`src/rtl/pipeline_hazard_ctrl.sv`:
```
// ============================================================================
// Module  : pipeline_hazard_ctrl
// Brief   : Stall/flush sequencer for the five-stage pipeline (load-use,
//           branch, multi-cycle MDU, debug halt). Optional macro:
//           STALL_COUNTER_EN enables the stall-cycle performance counter.
// Revision: 1.0 - initial release
// ============================================================================
`default_nettype none

module pipeline_hazard_ctrl #(
   parameter int REG_ADDR_W = 4,
   parameter int MDU_LAT    = 4,
   parameter int CNT_W      = 8
) (
   input  logic                  clk,
   input  logic                  rst,
   input  logic [REG_ADDR_W-1:0] id_rs1,
   input  logic [REG_ADDR_W-1:0] id_rs2,
   input  logic                  id_uses_rs1,
   input  logic                  id_uses_rs2,
   input  logic                  ex_is_load,
   input  logic [REG_ADDR_W-1:0] ex_rd,
   input  logic                  branch_taken,
   input  logic                  mdu_start,
   input  logic                  halt_req,
   input  logic                  resume,
   output logic                  pc_write,
   output logic                  ifid_write,
   output logic                  ifid_flush,
   output logic                  idex_write,
   output logic                  idex_flush,
   output logic                  exmem_write,
   output logic                  exmem_flush,
   output logic                  busy,
   output logic                  halted,
   output logic [15:0]           stall_cycles
);

   typedef enum logic [1:0] {
      ST_RUN      = 2'd0,
      ST_MDU_WAIT = 2'd1,
      ST_HALT     = 2'd2
   } state_t;

   localparam logic [CNT_W-1:0] C_MDU_LOAD = CNT_W'(MDU_LAT - 1);
   localparam logic [CNT_W-1:0] C_CNT_ONE  = CNT_W'(1);

   state_t           state_q, state_d;
   logic [CNT_W-1:0] cnt_q, cnt_d;
   logic             load_use;

   assign load_use = ex_is_load &
                     ((id_uses_rs1 & (id_rs1 == ex_rd)) |
                      (id_uses_rs2 & (id_rs2 == ex_rd)));

   always_comb begin
      state_d     = state_q;
      cnt_d       = cnt_q;
      pc_write    = 1'b1;
      ifid_write  = 1'b1;
      ifid_flush  = 1'b0;
      idex_write  = 1'b1;
      idex_flush  = 1'b0;
      exmem_write = 1'b1;
      exmem_flush = 1'b0;
      busy        = 1'b0;
      halted      = 1'b0;

      case (state_q)
         ST_RUN: begin
            if (branch_taken) begin
               ifid_flush = 1'b1;
               idex_flush = 1'b1;
            end else if (mdu_start) begin
               pc_write    = 1'b0;
               ifid_write  = 1'b0;
               idex_write  = 1'b0;
               exmem_write = 1'b0;
               exmem_flush = 1'b1;
               busy        = 1'b1;
               cnt_d       = C_MDU_LOAD;
               state_d     = ST_MDU_WAIT;
            end else if (load_use) begin
               pc_write   = 1'b0;
               ifid_write = 1'b0;
               idex_flush = 1'b1;
            end else if (halt_req) begin
               state_d = ST_HALT;
            end
         end
         ST_MDU_WAIT: begin
            // Start cycle already counted as one frozen cycle, so the
            // counter was loaded with MDU_LAT-1.
            if (cnt_q != '0) begin
               pc_write    = 1'b0;
               ifid_write  = 1'b0;
               idex_write  = 1'b0;
               exmem_write = 1'b0;
               exmem_flush = 1'b1;
               busy        = 1'b1;
               cnt_d       = cnt_q - C_CNT_ONE;
            end else begin
               state_d = ST_RUN;
            end
         end
         ST_HALT: begin
            halted = 1'b1;
            if (resume) begin
               state_d = ST_RUN;
            end else begin
               pc_write    = 1'b0;
               ifid_write  = 1'b0;
               idex_write  = 1'b0;
               exmem_write = 1'b0;
            end
         end
         default: begin
            state_d = ST_RUN;
            cnt_d   = '0;
         end
      endcase

      // Reset forces the flush pattern without waiting for a clock edge.
      if (!rst) begin
         pc_write    = 1'b0;
         ifid_write  = 1'b0;
         ifid_flush  = 1'b1;
         idex_write  = 1'b0;
         idex_flush  = 1'b1;
         exmem_write = 1'b0;
         exmem_flush = 1'b1;
         busy        = 1'b0;
         halted      = 1'b0;
      end
   end

   always_ff @(posedge clk or negedge rst) begin
      if (!rst) begin
         state_q <= ST_RUN;
         cnt_q   <= '0;
      end else begin
         state_q <= state_d;
         cnt_q   <= cnt_d;
      end
   end

`ifdef STALL_COUNTER_EN
   logic [15:0] stall_cnt_q, stall_cnt_d;

   always_comb begin
      stall_cnt_d = stall_cnt_q;
      if (!pc_write && (state_q != ST_HALT) && (stall_cnt_q != 16'hFFFF)) begin
         stall_cnt_d = stall_cnt_q + 16'd1;
      end
   end

   always_ff @(posedge clk or negedge rst) begin
      if (!rst) begin
         stall_cnt_q <= 16'h0000;
      end else begin
         stall_cnt_q <= stall_cnt_d;
      end
   end

   assign stall_cycles = stall_cnt_q;
`else
   assign stall_cycles = 16'h0000;
`endif

endmodule

`default_nettype wire

```
`config.mk`:
```
export PLATFORM = sky130hd
export DESIGN_NAME = pipeline_hazard_ctrl
export DESIGN_NICKNAME = d
export VERILOG_FILES = /design/src/rtl/pipeline_hazard_ctrl.sv
export SDC_FILE = /design/constraint.sdc
export NUM_CORES = 1
export LEC_CHECK = 0
export CORE_ASPECT_RATIO = 1.1
export CORE_MARGIN = 3
export CORE_UTILIZATION = 25
export CTS_BUF_LIST = sky130_fd_sc_hd__clkbuf_4
export CTS_CLUSTER_SIZE = 10
export DETAILED_ROUTE_END_ITERATION = 10
export PLACE_DENSITY = 0.53
export SLEW_MARGIN = 20
export SYNTH_ARGS = -nofsm -noshare
export SYNTH_HDL_FRONTEND = slang
export SYNTH_SLANG_ARGS = --single-unit
```
`constraint.sdc`:
```
create_clock -name clk -period 2.3 [get_ports clk]
set_input_delay 0.575 -clock clk [delete_from_list [all_inputs] [get_ports clk]]
set_output_delay 0.575 -clock clk [all_outputs]
set_load 0.02 [all_outputs]
```
Word-level counts from Yosys, hierarchy flattened --
Index checks and enable logic that the tools add are counted.
Cells by class: add/sub/neg operators 1, $mul 0, divide/modulo/power cells 0, $lt $le $gt $ge 0, eq/ne operators 11, shift operators 0, muxes and demuxes 38, bitwise gates (word level) 5, reductions and logical operators 4
Operators with widths (count):
- $mux 1 | 24
- $mux 8 | 3
- $pmux 8 s3 | 1
- $mux 2 | 6
- $ne 2x2->1 const B | 5
- $eq 4x4->1 | 2
- $reduce_bool 8->1 | 1
- $sub 8x1->8 const B | 1
- $ne 3x3->1 const B | 2
- $pmux 1 s3 | 2
- $pmux 2 s3 | 1
- $reduce_and 5->1 | 1
- $reduce_and 4->1 | 1
- $and 1x1->1 | 3
- $eq 2x1->1 const B | 1
- $eq 2x2->1 const B | 1
- $logic_not 2->1 | 1
- $pmux 1 s2 | 1
- $not 1->1 | 1
- $or 1x1->1 | 1
Word-level totals: register bits 10, latch bits 0, memory bits (writable) 0, ROM bits 0, input bits 21, output and inout bits 25, logic and storage cells 61, memories 0

Longest topological paths before layout --
Gate-level depths: netlist (run 1).
word-level depth 9, mapped depth 9, gate-level depth less buffers 7

Worst setup path after synthesis (run 1) --
Ideal clock, no wire load.
kind register to output, start point register cnt_q[0], end point output port idex_write, arrival time 2.248 ns, data required time 1.725 ns, path slack -0.523 ns, cell stages (with the launch flop) 10, path buffers 2, cells stage by stage dfrtp_1 inv_1 ha_1 or3b_2 or2_2 buf_2 a21oi_1 nor2_1 nor2_1 buf_4
On the way: longest elaborated chain between the ends 4
RTL lines:
- start: declaration | RTL line 49 | logic [CNT_W-1:0] cnt_q, cnt_d;
- start signal: assignment | RTL line 143 | cnt_q <= cnt_d;
- $reduce_bool 8->1 | RTL line 94 | if (cnt_q != '0) begin
- $mux 1
- $pmux 1 s3
- $mux 1
- end: declaration | RTL line 30 | output logic idex_write,
No other way between the ends.

Worst setup path in the final report (run 1) --
start point register cnt_q[1], end point output port idex_write
On the way: longest elaborated chain between the ends 4
RTL lines:
- $reduce_bool 8->1 | RTL line 94
- $mux 1 | RTL line 94
- $pmux 1 s3 | RTL line 69 | case (state_q)
- $mux 1 | RTL line 124 | if (!rst) begin
No other way between the ends.

==> results of run 1 <==
[area by class of cell]
cell class,instances,area (um^2)
Sequential cell,10,250.2
Timing Repair Buffer,58,446.7
Inverter,5,18.77
Tap cell,48,60.06
Fill cell,360,1984
Clock buffer,3,22.52
Multi-Input combinational cell,89,654.4
Clock inverter,1,3.754
[metrics by stage]
stage	total power [mW]	util (%)	cell area, um^2
CTS	1.486	42.76	1471
finish	1.500	42.33	1456
global placement	1.275	40.65	1399
global route	1.629	42.33	1456
floorplan	0.9332	-	1022
detailed placement	1.302	40.65	1399
[synthesized netlist by cell type (all sizes together) (2+ instances only)]
library cell,instances,area [um^2]
buf,19,140.1
nor2,12,45.04
dfrtp,10,250.2
o21ai,6,30.03
xor2,6,52.55
inv,5,18.77
nor3,5,30.03
xnor2,5,43.79
a21oi,4,20.02
nand2,4,15.01
a211oi,3,22.52
a21o,3,25.03
nand3,3,15.01
clkbuf,2,7.510
ha,2,25.02
mux2,2,26.27
nor2b,2,12.51
nor3b,2,15.01
nor4b,2,17.52
o32ai,2,36.29
[sequential cells by signal (all words and copies together), names as in the netlist]
name     flops
cnt_q        8
state_q      2
[power by group through the flow]
stage | clock network [mW] | registers (mW) | logic [mW]
after floorplan | 0 | 0.306 | 0.627
after global placement | 0 | 0.296 | 0.979
after detailed placement | 0 | 0.296 | 1.01
after CTS | 0.134 | 0.298 | 1.05
after global routing | 0.142 | 0.312 | 1.18
final | 0.127 | 0.302 | 1.07
[logic make-up (layout without fill, tap and decap cells)]
kind of cell | Yosys count | after routing
flops | 10 | 10
simple gates | 39 | 39
buf+inv | 26 | 67
other cells | 1 | 16
compound gates | 19 | 19
xor+xnor | 11 | 11
mux | 2 | 2
fa+ha+maj | 2 | 2
[per-layer routing]
metal	global-route usage [%]	part of all wire [%]
met1	11.12	38
met2	22.04	53
met3	4.662	8.4
met4	0.7042	0.32
met5	0	0
[repair_timing]
action / CTS / global route
endpoints found under the hold margin: 0 / 0
resized for setup: 81 / 15
setup buffers: 3 / 2
endpoints found under the setup margin: 9 / 9
pin swaps: 12 / 7
[path summary, 6_finish.rpt]
check                      slack (ps)    endpoint
min                               580    cnt_q[3]
max reg2reg                       200    cnt_q[1]
min reg2reg                       580    cnt_q[3]
min in group asynchronous         700  state_q[1]
max in group asynchronous        1390    cnt_q[6]
max                              -270  idex_write
[worst reg2reg max path: stages, from the launching register on]
cell	delay, ps
sky130_fd_sc_hd__dfrtp_1	390
sky130_fd_sc_hd__inv_2	60
sky130_fd_sc_hd__ha_1	130
sky130_fd_sc_hd__or3b_4	380
sky130_fd_sc_hd__buf_4	140
sky130_fd_sc_hd__buf_4	130
sky130_fd_sc_hd__o32ai_4	340
sky130_fd_sc_hd__buf_4	190
sky130_fd_sc_hd__a211oi_1	50
sky130_fd_sc_hd__a21o_2	180
==> impl_metrics.prom, run 1 <==
# TYPE chip_impl_metric gauge
chip_impl_info{name="run_status",value="finished, violations left"} 1
chip_impl_info{name="failed_checks",value="setup timing"} 1
chip_impl_metric{name="dr.pass1.iters",unit=""} 3
chip_impl_metric{name="clkLatencyLatePin",unit="ps"} 270
chip_impl_metric{name="synth_compound_gate_area_share",unit="%"} 15.34
chip_impl_metric{name="share_of_final_layout_standard_cells_stronger_than_drive_strength_1",unit="%"} 45.18
chip_impl_metric{name="arrival",unit="ps"} 1990
chip_impl_metric{name="synthSimpleGateAreaFrac",unit="%"} 23.55
chip_impl_metric{name="synthesis.instances",unit=""} 110
chip_impl_metric{name="tritoncts_num_sinks",unit=""} 10
chip_impl_metric{name="post_synth_fa_ha_maj_area_fraction",unit="%"} 2.692
chip_impl_info{name="most-common-layout-cells",value="sky130_fd_sc_hd__buf_4 (29), sky130_fd_sc_hd__conb_1 (16), sky130_fd_sc_hd__nor2_1 (11), sky130_fd_sc_hd__dfrtp_1 (10), sky130_fd_sc_hd__clkbuf_2 (7)"} 1
chip_impl_metric{name="synth_edf_count",unit=""} 0
chip_impl_metric{name="dpl_worst_slack",unit="ps"} -735.5
chip_impl_metric{name="drc",unit=""} 0
chip_impl_metric{name="max_incr_delay_on_cp",unit="ps"} 390
chip_impl_metric{name="proportion_of_synthesized_area_in_mux_cells",unit="%"} 2.826
chip_impl_metric{name="hold_viol_final",unit=""} 0
chip_impl_metric{name="power.density",unit="mW/mm^2"} 1030
chip_impl_info{name="largest_family_of_logic_cells_by_synthesized_area",value="simple AND/OR/NAND/NOR gates"} 1
chip_impl_metric{name="power.switching",unit="mW"} 0.6246
chip_impl_metric{name="async_flop_share",unit="%"} 100.0
chip_impl_metric{name="yosys_register_bits",unit=""} 10
chip_impl_info{name="min-delay-path-class",value="reg2reg"} 1
chip_impl_metric{name="yosys_warnings",unit=""} 0
chip_impl_metric{name="core_area",unit="mm^2"} 0.003441
chip_impl_metric{name="power_switching_share",unit="%"} 41.65
chip_impl_metric{name="layout-area-overhead-vs-synth",unit="%"} 56.66
chip_impl_info{name="launch_instance_of_the_worst_register_to_register_path",value="cnt_q[1]"} 1
chip_impl_metric{name="finalCritPeriodShare",unit="%"} 111.7
chip_impl_info{name="mostFrequentLayoutCell",value="sky130_fd_sc_hd__buf_4"} 1
chip_impl_info{name="type_of_the_worst_setup_path",value="reg2out"} 1
chip_impl_metric{name="cts-hold-fix-buffers",unit=""} 0
chip_impl_info{name="cts.root.buffer_cell",value="sky130_fd_sc_hd__clkbuf_4"} 1
chip_impl_metric{name="initial_utilization",unit="%"} 27.02
chip_impl_metric{name="tritoncts.num_buffers",unit=""} 3
chip_impl_metric{name="number_of_global_route_vias_before_repair",unit=""} 955
chip_impl_metric{name="synth.lib_cells_used.distinct",unit=""} 36
chip_impl_metric{name="dp_hpwl",unit="um"} 2050
chip_impl_metric{name="wirelength",unit="um"} 2463
chip_impl_info{name="rsz0062_at_grt",value="yes"} 1
chip_impl_metric{name="timing.final.crit_period",unit="ps"} 2568
chip_impl_metric{name="sequentialPowerShare",unit="%"} 20.1
chip_impl_metric{name="worst-path-max-fanout",unit=""} 3
chip_impl_metric{name="timing.critical_path.depth",unit=""} 8
chip_impl_metric{name="fin_ws",unit="ps"} -268.0
chip_impl_metric{name="cell_internal_pwr",unit="mW"} 0.8750
chip_impl_info{name="worstSetupEndpointType",value="primary output"} 1
chip_impl_metric{name="power.ir.vdd_worst",unit="mV"} 0.3084
chip_impl_info{name="worstPathCellList",value="inv_2, ha_1, or3b_4, or2_4, a21oi_2, nor2_1, nor2_2, buf_6"} 1
chip_impl_metric{name="rr_worst_depth",unit=""} 9
chip_impl_metric{name="routedWlPerCell",unit="um"} 11.51
chip_impl_metric{name="max_cap_violations",unit=""} 0
chip_impl_metric{name="total_congestion_overflow",unit=""} 0
chip_impl_metric{name="pwr-share-comb",unit="%"} 71.4
chip_impl_metric{name="num_vias",unit=""} 911
chip_impl_metric{name="instances_no_fill",unit=""} 214
chip_impl_metric{name="finalClockSkew",unit="ps"} 9.979
chip_impl_metric{name="worstHoldPathCells",unit=""} 2
chip_impl_info{name="cp-startpoint",value="cnt_q[1]"} 1
chip_impl_metric{name="synth-xor-area-share",unit="%"} 10.36
chip_impl_info{name="hp-start",value="cnt_q[3]"} 1
chip_impl_info{name="setup.worst_path.start_class",value="flop"} 1
chip_impl_metric{name="crit_buf_inv",unit=""} 2
chip_impl_info{name="crit_family",value="simple AND/OR/NAND/NOR gates"} 1
chip_impl_metric{name="static-leakage-power",unit="nW"} 0.6977
chip_impl_metric{name="num_rows",unit=""} 22
chip_impl_metric{name="dieArea",unit="mm^2"} 0.004487
chip_impl_metric{name="antenna_found_initial",unit=""} 0
chip_impl_metric{name="num-nets-final",unit=""} 190
chip_impl_metric{name="syn-mean-instance-area",unit="um^2"} 8.451
chip_impl_metric{name="initial_drc_count",unit=""} 13
chip_impl_metric{name="die_height",unit="um"} 69.96
chip_impl_metric{name="setup_total_negative_slack",unit="ps"} -1520
chip_impl_metric{name="hold_slack",unit="ps"} 585.0
chip_impl_metric{name="io_buffer_count",unit=""} 29
chip_impl_metric{name="fmaxAchievable",unit="MHz"} 389.4
chip_impl_metric{name="horizontal_die_dimension",unit="um"} 64.14
chip_impl_info{name="cpMaxStageDelayCell",value="sky130_fd_sc_hd__dfrtp_1"} 1
chip_impl_metric{name="h-tree-depth",unit=""} 1
chip_impl_metric{name="track_usage",unit="%"} 11.18
chip_impl_metric{name="mappedNetlistArea",unit="um^2"} 929.6
chip_impl_metric{name="grt_start_max_net_pins",unit=""} 11
chip_impl_metric{name="clockPowerShare",unit="%"} 8.5
chip_impl_metric{name="io_pins",unit=""} 46
chip_impl_metric{name="bufs_on_longest_clock_path",unit=""} 2
chip_impl_metric{name="synth-seq-area-share",unit="%"} 26.92
chip_impl_metric{name="ant_nets",unit=""} 0
chip_impl_info{name="yosys_most_used_dff",value="sky130_fd_sc_hd__dfrtp_1"} 1
chip_impl_metric{name="cts.clk_slew.worst_paths",unit="ps"} 80
chip_impl_metric{name="via_per_inst",unit=""} 4.257
chip_impl_metric{name="finalSetupViolCount",unit=""} 6
chip_impl_metric{name="timing.final.max_slew_violations",unit=""} 0
chip_impl_metric{name="placedCellCount",unit=""} 206
chip_impl_metric{name="antenna-diode-count",unit=""} 0
chip_impl_metric{name="routability_driven_placement_congestion_ratio",unit=""} 0.7801
chip_impl_metric{name="timing.critical_path.required",unit="ps"} 1730
chip_impl_metric{name="global_route_wire_length_before_repair",unit="um"} 4071
chip_impl_info{name="tritoncts_clock_tree",value="built"} 1
(Power assumes the default switching activity.)
==> run 2, diff against run 1 <==
--- a/config.mk
+++ b/config.mk
@@ -9,6 +9,7 @@
 export CORE_MARGIN = 3
 export CORE_UTILIZATION = 25
 export CTS_BUF_LIST = sky130_fd_sc_hd__clkbuf_4
+export CTS_CLUSTER_DIAMETER = 60
 export CTS_CLUSTER_SIZE = 10
 export DETAILED_ROUTE_END_ITERATION = 10
 export PLACE_DENSITY = 0.53
==> results of run 2 <==
No change in the layout: final DEF, timing and power equal those of run 1.
==> RTL change 1 (config.mk and constraints of run 1) <==
The option `STALL_COUNTER_EN` is turned on by a define.
--- a/src/rtl/pipeline_hazard_ctrl.sv
+++ b/src/rtl/pipeline_hazard_ctrl.sv
@@ -8,2 +8,4 @@
 `default_nettype none
+
+`define STALL_COUNTER_EN
 
Formal check against the unedited RTL: not equivalent (a bounded check fails within 4 cycles, from zero or initial values and one cycle with rst low).
==> RTL change 1 against run 1 <==
  * The run still ends with setup timing left
  * Combinational power increased by 43%
  * Wire length increased by 63%
  * Design area increased by 73%
  * Worst setup slack got worse by 120 ps
  * Hold slack got worse by 78 ps
  * Largest cell class unchanged
  * Sequential cell count increased by 16
  * Sequential share of layout area increased by 8.7 points
  * Total power increased by 71%
  * Critical endpoint is now ifid_write
  * Non-clock buffer count increased by 29
  * Area after synthesis increased by 71%
  * Via count increased by 62%
  * Cell count increased by 57%
  * Synthesized cell count increased by 60%
==> RTL change 1: results (changes against run 1) <==
Worst hold path
  – Critical hold path startpoint: stall_cycles[13]$_DFFE_PN0P_
  – WHS Path Cells: 1 (-1)
  – Endpoint, Worst Hold: stall_cycles[13]$_DFFE_PN0P_

Worst setup path
  – Worst r2r dst: stall_cycles[1]$_DFFE_PN0P_
  – WP data arrival: 2110 ps (+120 ps)
  – Slowest cell delay on critical path: 580 ps (+190 ps)
  – Critical path's slowest cell: or4_4
  – Reg2reg path depth: 6 (-3)
  – RR Startpoint: cnt_q[6]$_DFFE_PN0P_
  – Worst Path Max Fanout: 4 (+1)

Detailed routing
  – Final WL: 4020 um (+63%)
  – Iter 0 DRT Violations: 29 (+16)
  – Pre-antenna DRT Iters: 4 (+1)
  – DR vias/cell: 4.37 (+2.7%)

Final layout
  – Layout cell share with drive strength beyond 1: 31.9% (-13 points)
  – Filler cell count: 621 (+73%)
  – Max reg flops: 16 (+8)
  – N_diodes: 0 (unchanged)
  – Fin nets: 285 (+50%)

Placement
  – Routability cong.: 0.785 (+0.60%)
  – PortBufs: 45 (+55%)
  – Placed cell area: 0.00240 sq mm (+71%)
  – DPL Wire Length: 3240 um (+58%)

Outcome
  – Status: finished with violations
  – Failing checks: setup timing

Global routing
  – Gr usage total: 11.9% (+0.69 points)
  – Largest net degree at the start of global routing: 21 (+10)
  – Global-route wire length before repair: 6790 um (+67%)
  – Vias in the first global route: 1528 (+60%)

Clock network
  – Clock-pin slew on the worst setup and hold paths: 150 ps (+70 ps)
  – Worst-skew pair later-pin latency: 320 ps (+50 ps)

Power and ir drop
  – Leak: 1.11 nW (+60%)
  – VDD IR-drop max: 0.000518 V (+68%)

Synth
  – Post-synth top cells: 26 x dfrtp_1, 26 x nand2_1, 18 x nor2_1
  – Area contributors post-synth: dfrtp_1 41%, xnor2_1 8.8%, xor2_1 7.2%, nand2_1 6.1%, nor2_1 4.3%
  – Sequential share of the synthesized area: 40.9% (+14 points)
  – Cell variety after synth: 35 (-2.8%)

Timing
  – Setup TNS: -1710 ps (-193 ps)
  – Worst slew margin: 80.9%
  – Final setup fails: 6 (unchanged)
  – Setup ws final: -386 ps (-118 ps)
  – Clk_skew: 3.50 ps (-6.48 ps)
  – Worst hold slack: 507 ps (-77.6 ps)
==> RTL change 1: cell count changes in the layout (fill, tap and decap cells not counted), sizes merged, moves of 5 or more <==
cell,delta
nand2,+22
clkdlybuf4s50,+17
conb,-16
dfrtp,+16
xnor2,+11
buf,+9
nor2,+7
xor2,+7
nand4,+5
==> RTL change 1: routing by layer <==
metal / vias up / wire (um) / global-route usage (%)
met3: 2 / 106 / 2.30
met5: - / 0 / 0
li1: 765 / - / -
met4: 0 / 23 / 2.72
met2: 15 / 2080 / 20.9
met1: 692 / 1810 / 15.0
==> RTL change 1: worst max-delay path, delay by kind of cell (launching register included) <==
kind	cells	cell delay [ps]
buffers and inverters	1	130
flip-flops	1	410
AND/OR/NAND/NOR	4	820
AO/OA/AOI/OAI	2	430
==> RTL change 1: report_power, final <==
part | internal [mW] | total [mW] | switching (mW)
sequential | 0.596 | 0.725 | 0.129
clock | 0.176 | 0.318 | 0.142
combinational | 0.797 | 1.53 | 0.728
total | 1.57 | 2.57 | 0.999
==> RTL change 1: layout make-up <==
type                    count  area (sq um)  share of cell area (%)
repair buffers             87           734                    29.2
flip-flops and latches     26           651                    25.9
clock buffers               3          22.5                   0.895
clock inverters             1          30.0                    1.19
well taps                  77          96.3                    3.83
inverters                   5          18.8                   0.746
multi-input cells         138           963                    38.3
==> RTL change 1: repair_timing <==
action                                  4_1_cts  5_1_grt
buffers inserted                              2        1
endpoints found under the setup margin        9        8
pin swaps                                    12       12
resized for setup                            59       32
==> RTL change 1: how the worst max path moves through the flow <==
stage	from	to	slack, ps
finish	cnt_q[6]$_DFFE_PN0P_	ifid_write	-390
global route	cnt_q[6]$_DFFE_PN0P_	pc_write	-510
CTS	cnt_q[6]$_DFFE_PN0P_	ifid_write	-410
detailed placement	mdu_start	busy	-770
global placement	mdu_start	busy	-700
floorplan	cnt_q[0]$_DFFE_PN0P_	pc_write	-230
==> RTL change 1: cells by family (layout without fill, tap and decap cells) <==
kind of cell | count (synthesis) | count (layout) | share of synthesized area [%]
DFF | 26 | 26 | 40.9
xor gates and xnor gates | 29 | 29 | 16.0
buffers and inverters | 12 | 96 | 3.78
AOI/OAI and AO/OA | 16 | 16 | 6.30
adders and majority gates | 3 | 3 | 2.36
and+or+nand+nor | 88 | 88 | 29.2
muxes | 2 | 2 | 1.42
==> RTL change 1: through the flow <==
step           power (mW)  cells  setup slack (ps)
4_1_cts              2.51    336              -413
5_1_grt              2.78    337              -507
3_3_place_gp         2.13    330              -701
3_5_place_dp         2.15    330              -771
2_1_floorplan        1.52    176              -231
6_report             2.57    337              -386
==> RTL change 2 (flow settings as in run 1) <==
Made on the original files. The 3 states of `state_t` get a one-hot encoding in 3 bits.
--- a/src/rtl/pipeline_hazard_ctrl.sv
+++ b/src/rtl/pipeline_hazard_ctrl.sv
@@ -38,6 +38,6 @@
 
-   typedef enum logic [1:0] {
-      ST_RUN      = 2'd0,
-      ST_MDU_WAIT = 2'd1,
-      ST_HALT     = 2'd2
+   typedef enum logic [2:0] {
+      ST_RUN      = 3'b001,
+      ST_MDU_WAIT = 3'b010,
+      ST_HALT     = 3'b100
    } state_t;
Check against the original RTL: same outputs for any inputs over 10 cycles, from zero or initial values and one cycle with rst low; not proved beyond that.
==> RTL change 2 against run 1 <==
  * The flow still finishes with violations (setup timing)
  * Sequential cell count is 1 higher
  * Register-to-register slack worse by 150 ps
  * Area after synthesis is 15% higher
  * Design area is 28% higher
  * Total power is 42% higher
  * Critical path depth stayed put
  * Wire length is 33% higher
  * Worst setup slack worse by 66 ps
  * Largest cell class unchanged
==> RTL change 2: results (changes against run 1) <==
Final layout
  – Post-Layout Cell Count: 255 (+19%)
  – Area of the multi-input gates: 811 sq um (+24%)
  – Fin util: 46.0% (+3.7 points)
  – Non-clock buffering overhead: 35.4% (+4.7 points)
  – Layout cell share with drive strength beyond 1: 46.8% (+1.6 points)
  – Largest regs: cnt_q (8), state_q (3)
  – Filler cell count: 424 (+18%)
  – Register share of the cell area: 14.8% (-2.4 points)
  – Clk_buf instances: 4 (+1)

Synth
  – Cell variety after synth: 41 (+14%)
  – Sequential share of the synthesized area: 25.8% (-1.2 points)
  – Post-synthesis xor/xnor area fraction: 6.53% (-3.8 points)
  – Post-synth top cells: 18 x buf_4, 10 x dfrtp_1, 8 x a21oi_1, 8 x xnor2_1
  – Mux cell area share after synthesis: 1.86% (-0.96 points)
  – Compound-Gate Fraction of Synth Area: 17.7% (+2.4 points)
  – Adder-cell share of the synthesized area: 2.33% (-0.36 points)
  – Synthesized instance count: 127 (+15%)

Global routing
  – Grt met3 use: 2.69% (-2.0 points)
  – Largest net degree at the start of global routing: 14 (+3)
  – Met1 Usage GRT: 14.6% (+3.5 points)
  – Vias in the first global route: 1196 (+25%)

Worst setup path
  – Reg2reg path depth: 12 (+3)
  – Last element of the critical path: ifid_write
  – Worst r2r dst: cnt_q[4]$_DFFE_PN0P_
  – Worst Path Max Fanout: 2 (-1)
  – R2R Setup Slk: 50 ps (-150 ps)

Placement
  – Placed cell area: 0.00163 sq mm (+17%)
  – Routability cong.: 0.804 (+3.1%)
  – Placed cell count: 239 (+16%)
  – DPL Wire Length: 2590 um (+27%)
  – DP Worst Slack: -801 ps (-65.1 ps)

Clock network
  – Post-CTS Setup Bufs: 13 (+10)
  – Cts repair resizes: 96 (+19%)
  – CTS sink cnt: 11 (+1)

Detailed routing
  – DR WL met2: 1740 um (+32%)
  – WL per Instance: 12.8 um (+12%)
  – Met3 wire len: 204 um (-1.4%)
  – Iter 0 DRT Violations: 35 (+22)

Timing
  – Setup TNS: -1820 ps (-299 ps)
  – Clk_skew: 6.52 ps (-3.46 ps)
  – Setup ws final: -334 ps (-66.1 ps)
  – Final setup fails: 6 (unchanged)
  – Worst hold slack: 582 ps (-3.14 ps)

Power and ir drop
  – VDD IR-drop max: 0.000449 V (+46%)

Worst hold path
  – Worst Hold Class: input pin to asynchronous set/reset pin

Outcome
  – Status: finished with violations
  – Failing checks: setup timing
RTL change 2: cell types whose count changed after synthesis, moves of 3 or more:
| cell | delta |
|---|---|
| o31ai_1 | +6 |
| nor2_1 | -8 |
| nand2b_1 | +5 |
| a211oi_1 | -3 |
| xnor2_1 | +3 |
| xor2_1 | -6 |
| a21oi_1 | +4 |
| or4_1 | +5 |
RTL change 2: worst reg2reg max path, delay by kind of cell (launching register included):
| kind | cells | cell delay, ps |
|---|---|---|
| adder cells (fa/ha/maj) | 1 | 120 |
| buffers and inverters | 8 | 710 |
| AND/OR/NAND/NOR | 2 | 840 |
| AO/OA/AOI/OAI | 1 | 120 |
| flip-flops | 1 | 400 |
RTL change 2: where the power goes:
group | internal, mW | switching (mW) | total, mW | leakage (nW)
clock network | 0.0789 | 0.0672 | 0.146 | 0.0184
registers | 0.283 | 0.0578 | 0.341 | 0.142
logic | 0.906 | 0.739 | 1.64 | 0.696
